### config.mk
export PLATFORM = sky130hd
export DESIGN_NAME = ofm_drain
export DESIGN_NICKNAME = d
export VERILOG_FILES = /design/src/rtl/ofm_drain_pkg.sv /design/src/rtl/ofm_drain_fifo.sv /design/src/rtl/ofm_drain.sv
export SDC_FILE = /design/constraint.sdc
export NUM_CORES = 1
export LEC_CHECK = 0
export CORE_MARGIN = 2
export CORE_UTILIZATION = 61
export CTS_CLUSTER_SIZE = 20
export DETAILED_ROUTE_END_ITERATION = 10
export DONT_BUFFER_PORTS = 1
export PLACE_DENSITY = 0.77
export SLEW_MARGIN = 20
export SYNTH_ARGS = -nofsm -noshare
export SYNTH_HDL_FRONTEND = slang
export SYNTH_SLANG_ARGS = --single-unit
export TNS_END_PERCENT = 20
### constraint.sdc
create_clock -name clk -period 10.1 [get_ports clk]
set_input_delay 1.515 -clock clk [delete_from_list [all_inputs] [get_ports clk]]
set_output_delay 1.515 -clock clk [all_outputs]
set_load 0.01 [all_outputs]
### src/rtl/ofm_drain_pkg.sv
// Shared constants and element conditioning for the output-feature-map drain.
// Latency: n/a (package). Backpressure: n/a.
// Holds default parameters, the stored element width derivation and the
// shift/saturate helper. Macro OFM_DRAIN_SAT_EN selects the conditioned path.
package ofm_drain_pkg;

  localparam int WIDTH_DEF  = 8;
  localparam int OWIDTH_DEF = 32;
  localparam int DEPTH_DEF  = 4;
  localparam int SHIFT_DEF  = 8;
  localparam int QWIDTH_DEF = 16;

`ifdef OFM_DRAIN_SAT_EN
  localparam bit SAT_EN = 1'b1;
`else
  localparam bit SAT_EN = 1'b0;
`endif

  // Width of each stored/emitted element.
  function automatic int calc_dwidth(input int owidth, input int qwidth);
    return SAT_EN ? qwidth : owidth;
  endfunction

  // Floor shift (arithmetic) followed by clamp to a signed qwidth range.
  function automatic logic signed [63:0] shift_sat(input logic signed [63:0] x,
                                                    input int shift,
                                                    input int qwidth);
    logic signed [63:0] s;
    logic signed [63:0] hi;
    logic signed [63:0] lo;
    s  = x >>> shift;
    hi = (64'sd1 <<< (qwidth - 1)) - 64'sd1;
    lo = -(64'sd1 <<< (qwidth - 1));
    if (s > hi) return hi;
    if (s < lo) return lo;
    return s;
  endfunction

  // Element conditioning applied right before the row enters storage.
  function automatic logic signed [63:0] condition_elem(input logic signed [63:0] x,
                                                         input int shift,
                                                         input int qwidth);
    return SAT_EN ? shift_sat(x, shift, qwidth) : x;
  endfunction

endpackage

### src/rtl/ofm_drain_fifo.sv
// Row FIFO with first-word fall-through read port.
// Latency: written entry visible on rd_data the cycle after the write edge.
// Backpressure: writes beyond capacity are ignored unless a read frees a slot the same cycle.
// Ports: clk/rst (sync, active-high), wr_en/wr_data, rd_en/rd_data (head), count (entries held).
module sync_fifo #(
  parameter  int DW    = 8,
  parameter  int DEPTH = 4,
  localparam int AW    = $clog2(DEPTH),
  localparam int CW    = AW + 1
) (
  input  logic          clk,
  input  logic          rst,
  input  logic          wr_en,
  input  logic [DW-1:0] wr_data,
  input  logic          rd_en,
  output logic [DW-1:0] rd_data,
  output logic [CW-1:0] count
);

  logic [DW-1:0] mem [DEPTH];
  logic [AW-1:0] wptr;
  logic [AW-1:0] rptr;
  logic          rd_ok;
  logic          wr_ok;

  assign rd_ok   = rd_en && (count != '0);
  // A full FIFO still accepts a write when the head leaves in the same cycle.
  assign wr_ok   = wr_en && ((count != CW'(DEPTH)) || rd_ok);
  assign rd_data = mem[rptr];

  always_ff @(posedge clk) begin
    if (rst) begin
      wptr  <= '0;
      rptr  <= '0;
      count <= '0;
    end else begin
      if (wr_ok) wptr <= wptr + AW'(1);
      if (rd_ok) rptr <= rptr + AW'(1);
      case ({wr_ok, rd_ok})
        2'b10:   count <= count + CW'(1);
        2'b01:   count <= count - CW'(1);
        default: count <= count;
      endcase
    end
  end

  always_ff @(posedge clk) begin
    if (wr_ok) mem[wptr] <= wr_data;
  end

endmodule

### src/rtl/ofm_drain.sv
// Deskews per-column results from the array bottom edge into rows and queues them.
// Latency: column 0 captured at edge t0 -> row pushed at t0+WIDTH, out_valid the next cycle.
// Backpressure: none on input; rows arriving to a full FIFO with no pop are dropped (overflow).
// Ports: clk, rst (sync active-high); ofm_vld/ofm per-column inputs; out_valid/out_ready/
// out_data head row (FWFT); count rows held; overflow/skew_err sticky flags, clr_err clears.
// Macro OFM_DRAIN_SAT_EN: elements are shifted by SHIFT and saturated to QWIDTH before storage.
module ofm_drain
  import ofm_drain_pkg::*;
#(
  parameter  int WIDTH  = WIDTH_DEF,
  parameter  int OWIDTH = OWIDTH_DEF,
  parameter  int DEPTH  = DEPTH_DEF,
  parameter  int SHIFT  = SHIFT_DEF,
  parameter  int QWIDTH = QWIDTH_DEF,
  localparam int DWIDTH = calc_dwidth(OWIDTH, QWIDTH),
  localparam int CW     = $clog2(DEPTH) + 1
) (
  input  logic                     clk,
  input  logic                     rst,
  input  logic [WIDTH-1:0]         ofm_vld,
  input  logic signed [OWIDTH-1:0] ofm [WIDTH],
  output logic                     out_valid,
  input  logic                     out_ready,
  output logic signed [DWIDTH-1:0] out_data [WIDTH],
  output logic [CW-1:0]            count,
  output logic                     overflow,
  output logic                     skew_err,
  input  logic                     clr_err
);

  logic [WIDTH-1:0]         dly_vld;
  logic signed [OWIDTH-1:0] dly_dat [WIDTH];

  // Column w arrives w cycles after column 0, so it gets WIDTH-w stages
  // (capture + WIDTH-1-w delays) and all columns line up at the output.
  for (genvar w = 0; w < WIDTH; w++) begin : g_col
    localparam int NST = WIDTH - w;
    logic [NST-1:0]           v_sr;
    logic signed [OWIDTH-1:0] d_sr [NST];

    always_ff @(posedge clk) begin
      if (rst) begin
        v_sr <= '0;
      end else begin
        v_sr[0] <= ofm_vld[w];
        for (int s = 1; s < NST; s++) v_sr[s] <= v_sr[s-1];
      end
    end

    always_ff @(posedge clk) begin
      d_sr[0] <= ofm[w];
      for (int s = 1; s < NST; s++) d_sr[s] <= d_sr[s-1];
    end

    assign dly_vld[w] = v_sr[NST-1];
    assign dly_dat[w] = d_sr[NST-1];
  end

  logic row_full;
  logic row_part;
  logic pop;
  logic push;
  logic drop;

  assign row_full = &dly_vld;
  assign row_part = (|dly_vld) && !row_full;
  assign pop      = out_valid && out_ready;
  assign push     = row_full && ((count != CW'(DEPTH)) || pop);
  assign drop     = row_full && !push;

  logic [WIDTH*DWIDTH-1:0] wr_row;
  logic [WIDTH*DWIDTH-1:0] rd_row;

  always_comb begin
    wr_row = '0;
    for (int w = 0; w < WIDTH; w++) begin
      wr_row[w*DWIDTH +: DWIDTH] = DWIDTH'(condition_elem(64'(dly_dat[w]), SHIFT, QWIDTH));
    end
  end

  sync_fifo #(
    .DW    (WIDTH*DWIDTH),
    .DEPTH (DEPTH)
  ) u_fifo (
    .clk     (clk),
    .rst     (rst),
    .wr_en   (push),
    .wr_data (wr_row),
    .rd_en   (pop),
    .rd_data (rd_row),
    .count   (count)
  );

  assign out_valid = (count != '0);

  // Storage is not reset, so the head is masked while empty to read as zero.
  always_comb begin
    for (int w = 0; w < WIDTH; w++) begin
      out_data[w] = out_valid ? rd_row[w*DWIDTH +: DWIDTH] : '0;
    end
  end

  // Sticky flags: a set event in the same cycle as clr_err wins.
  always_ff @(posedge clk) begin
    if (rst) begin
      overflow <= 1'b0;
      skew_err <= 1'b0;
    end else begin
      if (drop)         overflow <= 1'b1;
      else if (clr_err) overflow <= 1'b0;
      if (row_part)     skew_err <= 1'b1;
      else if (clr_err) skew_err <= 1'b0;
    end
  end

endmodule

Word level (Yosys, flattened, before mapping)
Memories as Yosys holds them, arrays and structs flattened. A register that Yosys moved wholly into a read port is not among the register bits. Cells that the tools add are included.

Add/subtract/negate cells: 4. Equal/unequal tests: 3. Multiplexer cells: 16. Reductions and logical operators: 16.

Operator list (number): 32-bit two-way mux (8); 8-bit AND reduction (1); 8-bit OR reduction (1); 1-bit logical AND (6); 3-bit case mux with 2 select lines (1); 2-bit nonzero test (3); 1-bit two-way mux (5); 2-bit by 1-bit adder with 2-bit output, second input constant (2); 2-bit two-way mux (2); 3-bit by 1-bit adder with 3-bit output, second input constant (1); 3-bit inequality test, second input constant (1); 3-bit nonzero test (1); 3-bit by 1-bit subtractor with 3-bit output, second input constant (1); 2-bit by 1-bit == test with 1-bit output, second input constant (1); 2-bit == test, second input constant (1); 1-bit zero test (2); 1-bit logical OR (2).

Register bits after elaboration: 45. Bits in writable memories: 2176. Input port bits: 268. Logic and storage cells: 61. Memories kept: 9.

Memories: u_fifo.mem (words 4, bits a word 256, rd ports 1, clocked after Yosys merged registers in 1, wr ports 1, RTL line ofm_drain_fifo.sv:20) `logic [DW-1:0] mem [DEPTH];`; g_col[0].d_sr (words 8, bits a word 32, rd ports 8, clocked after Yosys merged registers in 0, wr ports 8, RTL line ofm_drain.sv:39) `logic signed [OWIDTH-1:0] d_sr [NST];`; g_col[1].d_sr (words 7, bits a word 32, rd ports 7, clocked after Yosys merged registers in 0, wr ports 7, RTL line ofm_drain.sv:39); g_col[2].d_sr (words 6, bits a word 32, rd ports 6, clocked after Yosys merged registers in 0, wr ports 6, RTL line ofm_drain.sv:39); g_col[3].d_sr (words 5, bits a word 32, rd ports 5, clocked after Yosys merged registers in 0, wr ports 5, RTL line ofm_drain.sv:39); g_col[4].d_sr (words 4, bits a word 32, rd ports 4, clocked after Yosys merged registers in 0, wr ports 4, RTL line ofm_drain.sv:39); 3 more memories.

Logic depth before layout (Yosys ltp)
Depth in word-level cells: 7. Mapped depth: 9. Depth with buffers taken out: 9.

Cells and area by module
From an unflattened synthesis, not the netlist that was laid out.

Cells, all modules: 2924. Area total of the unflattened synthesis: 63530.9 um^2.

By module, submodules not included: sync_fifo (instances 1, cells an instance 1392, area an instance 37474.7 um^2); ofm_drain (instances 1, cells an instance 1532, area an instance 26056.2 um^2).

Worst setup path after synthesis
OpenSTA, ideal clock, no wires.

Kind: input-to-reg. Start point: in out_ready. End point: mem u_fifo.mem[1][0] (netlist name) (enable). Arrival: 7.789 ns. Path slack: 1.662 ns. Stages: 3. Path through: nor4b_1 nor3_2 and2_1.

Cells in the longest elaborated chain, start to end: 6. Elaborated cells on any way between the ends: 8. Classes of those cells: mux (2); reduce/logical (6).

RTL lines: from (decl) (RTL line ofm_drain.sv:23) `input logic out_ready,`; 1-bit logical AND * (RTL line ofm_drain.sv:67) `assign pop = out_valid && out_ready;`; 1-bit logical OR / 1-bit logical AND (equally long branches) (RTL line ofm_drain.sv:68, ofm_drain_fifo.sv:26); 1-bit logical AND / 1-bit logical OR (equally long branches) (RTL line ofm_drain.sv:68, ofm_drain_fifo.sv:28); 1-bit logical AND * (RTL line ofm_drain_fifo.sv:28) `assign wr_ok = wr_en && ((count != CW'(DEPTH)) || rd_ok);`; 1-bit two-way mux * (RTL line ofm_drain_fifo.sv:48) `if (wr_ok) mem[wptr] <= wr_data;`; 1-bit two-way mux (implied by the code) * (RTL line ofm_drain_fifo.sv:48); to (decl) (RTL line ofm_drain_fifo.sv:20).

Every way passes the cells marked *; elsewhere a longest branch is shown, timed or not.

==> results by group <==
Run status
  – Run status: completed

Synth
  – Syn Std Cell Area: 0.0635 mm²
  – Mux cell area share after synthesis: 9.10%
  – Area share of the largest cell type after synthesis: 48.4%
  – Mean Syn Cell Area: 21.8 µm²
  – Yosys cell types: 28
  – Synth Area in Compound Gates: 0.0512%
  – Largest cells by area after synthesis: edfxtp_1 (48%), dfxtp_1 (38%), mux4_2 (9.1%), and2_1 (2.6%), buf_12 (0.69%)
  – Post-Syn Instances: 2,912
  – #FFs+latches synth: 2,223
  – Simple-gate share of the synthesized area: 3.10%
  – Sequential area share after synthesis: 86.3%
  – Adder-cell area share of the yosys netlist: 0.130%
  – Mapped Nets: 3,186
  – Yosys warns: 0
  – Largest family of logic cells by synthesized area: multiplexers
  – Synth Area in XOR/XNOR: 0.0690%
  – Synth area leader: edfxtp_1

STA
  – Worst clock skew: 0.0274 ns
  – Setup_tns: 0 ns
  – Hold Fails Final Rpt: 0
  – Slew margin rel.: 13.9%
  – Least-Margin Pin Slew: 1.29 ns
  – Min Clock Period, post-route: 5.15 ns
  – Period utilization: 51.0%
  – RSZ-0062 raised after global routing: false
  – Setup Viol. Count Final: 0
  – Count of pins over their slew limit: 0
  – Peak Freq: 0.194 GHz

Clock tree
  – CTS Root Cell: clkbuf_16
  – Total CTS buffers: 197
  – Max clock buf depth: 3
  – Clock Latency Late Sink: 0.78 ns
  – CTS Sinks: 2,223
  – H-tree depth: 4
  – Resize count post-CTS: 0
  – Clk slew on worst S/H paths: 0.06 ns
  – Hold_buf cts: 0
  – TritonCTS clock tree: yes
  – Post-CTS Setup Bufs: 0

Cells and area
  – Design area: 0.0712 mm²
  – Non-filler instance count after layout: 4,607
  – Area growth from synthesis to layout: 12.2%
  – Layout cells sized above 1: 18.2%
  – Fin nets: 3,317
  – Commonest non-fill, non-tap cell in the layout: dfxtp_1
  – Most frequent cells in the layout: dfxtp_1 (1,197), edfxtp_1 (1,024), and2_1 (257)

Job
  – Max-cap violations: 0

Placed design
  – Number of port buffers: 0
  – Routability Congestion: 0.764
  – HPWL Detailed: 61.7 mm
  – Post-Place Cell Area: 0.0646 mm²
  – Dpl cells: 4,222

Drt
  – Via count: 25,000
  – Drt via density: 5.42
  – Post-route DRC: 0
  – Antenna Nets Post-Route: 0
  – Wire per inst: 24.3 µm
  – TritonRoute pass-1 iters: 5
  – First DRT Iteration DRCs: 1,859
  – Routed Wire Length: 112 mm

Pwr
  – VDD IR max: 0.000230 V
  – Cell Pwr Density: 240 mW/mm²
  – Leak Pwr: 24.9 nW
  – Total power: 17.1 mW

Floorplanning
  – Row count: 118
  – Core Box Area: 0.103 mm²
  – Die H: 327 µm
  – Total Die Area: 0.107 mm²
  – Die extent in x: 327 µm
  – IO Pins: 530
  – Starting Density: 61.4%

GRT
  – Largest net degree at the start of global routing: 137
  – Global-route wire length before repair: 164 mm
  – Vias in the first global route: 26,200
  – Total Routing Usage GR: 20.8%
  – Remaining Overflow, GRT: 0
  – Initial antenna violation count: 47

Critical path
  – CP required: 8.59 ns
  – CP Class: reg -> out
  – Critical path's largest stage delay: 1.02 ns
  – CP Launch Type: flip-flop
  – Slowest cell on the critical path: dfxtp_4
  – CP Cell Sequence: buf_4 > mux4_2 > and2_1
  – Worst setup EP type: primary output
  – Worst-path maximum fanout: 71
  – Arrival time at the worst endpoint: 3.64 ns

Hold path
  – Hold/Removal Path Class: reg -> reg
kinds of logic after synthesis:
logic type,after synthesis
adder cells (fa/ha/maj),6
AND/OR/NAND/NOR,318
AO/OA/AOI/OAI,6
flip-flops,2223
XOR/XNOR,5
buffers and inverters,97
multiplexers,257
critical path, delay by kind of cell (launching register included):
| family | cells | cell delay [ns] |
|---|---|---|
| buffers and inverters | 1 | 0.89 |
| DFF | 1 | 1.02 |
| muxes | 1 | 0.51 |
| and+or+nand+nor | 1 | 0.24 |
metal layers:
| metal | global-route usage (%) | wire length [µm] | vias to the layer above |
|---|---|---|---|
| li1 | - | - | 11000 |
| met1 | 25.2 | 42400 | 12800 |
| met3 | 7.10 | 8910 | 250 |
| met5 | 0 | 265 | - |
| met2 | 35.1 | 57200 | 856 |
| met4 | 7.46 | 3150 | 40 |
final timing paths:
kind	startpoint	to	slack (ns)	cells past startpoint
max reg2reg	u_fifo.count[0]	u_fifo.mem[1][13]	6.04	5
min	g_col[1].d_sr[5][26]	g_col[1].d_sr[6][26]	0.31	0
max	flip-flop	out_data[67]	4.95	3
min reg2reg	g_col[1].d_sr[5][26]	g_col[1].d_sr[6][26]	0.31	0
state kept, by name, indices dropped and copies added, names as in the netlist, named ones only:
| register | count |
|---|---|
| u_fifo.wptr | 2 |
| u_fifo.count | 3 |
| overflow | 1 |
| skew_err | 1 |
| u_fifo.mem | 1024 |
| g_col.v_sr | 36 |
| g_col.d_sr | 1152 |
| u_fifo.rptr | 2 |
metrics by stage:
| stage | hold slack (ns) | util (%) | setup WS (ns) |
|---|---|---|---|
| floorplan | 0.310 | - | 1.66 |
| detailed placement | 0.312 | 62.5 | 5.07 |
| global route | 0.316 | 68.9 | 4.79 |
| global placement | 0.310 | 62.5 | 5.16 |
| finish | 0.311 | 68.9 | 4.95 |
| CTS | 0.311 | 68.8 | 4.71 |
layout make-up:
class / count / area (µm²)
multi-input combinational: 592 / 7920
clock buffer: 299 / 5910
tap: 1380 / 1730
clock inverter: 72 / 562
timing repair buffer: 23 / 263
fill: 5925 / 32200
antenna: 12 / 30.0
inverter: 6 / 22.5
sequential: 2223 / 54800
cells in the mapped netlist:
master    count
and2_1      261
buf_4         1
or3_1         2
mux2i_1       1
a21o_1        1
nand3_1       1
nor2_1       10
buf_2        27
mux4_2      256
clkbuf_1     35
ha_1          5
dfxtp_1    1199
nor4_1        2
edfxtp_1   1024
fa_1          1
o21ai_0       1
nand2b_1      1
nor2b_1      37
xnor2_1       2
buf_8         5
nor4b_1       1
a21oi_1       4
inv_1         6
nor3_2        1
buf_6         1
xor2_1        3
nand4_1       2
buf_12       22
power breakdown:
part           total [mW]  internal (mW)  switching, mW
clock network        7.29           4.16           3.14
registers            9.76           9.65          0.108
logic             0.00433        0.00294        0.00138
Power figures use the tool's default switching activity.
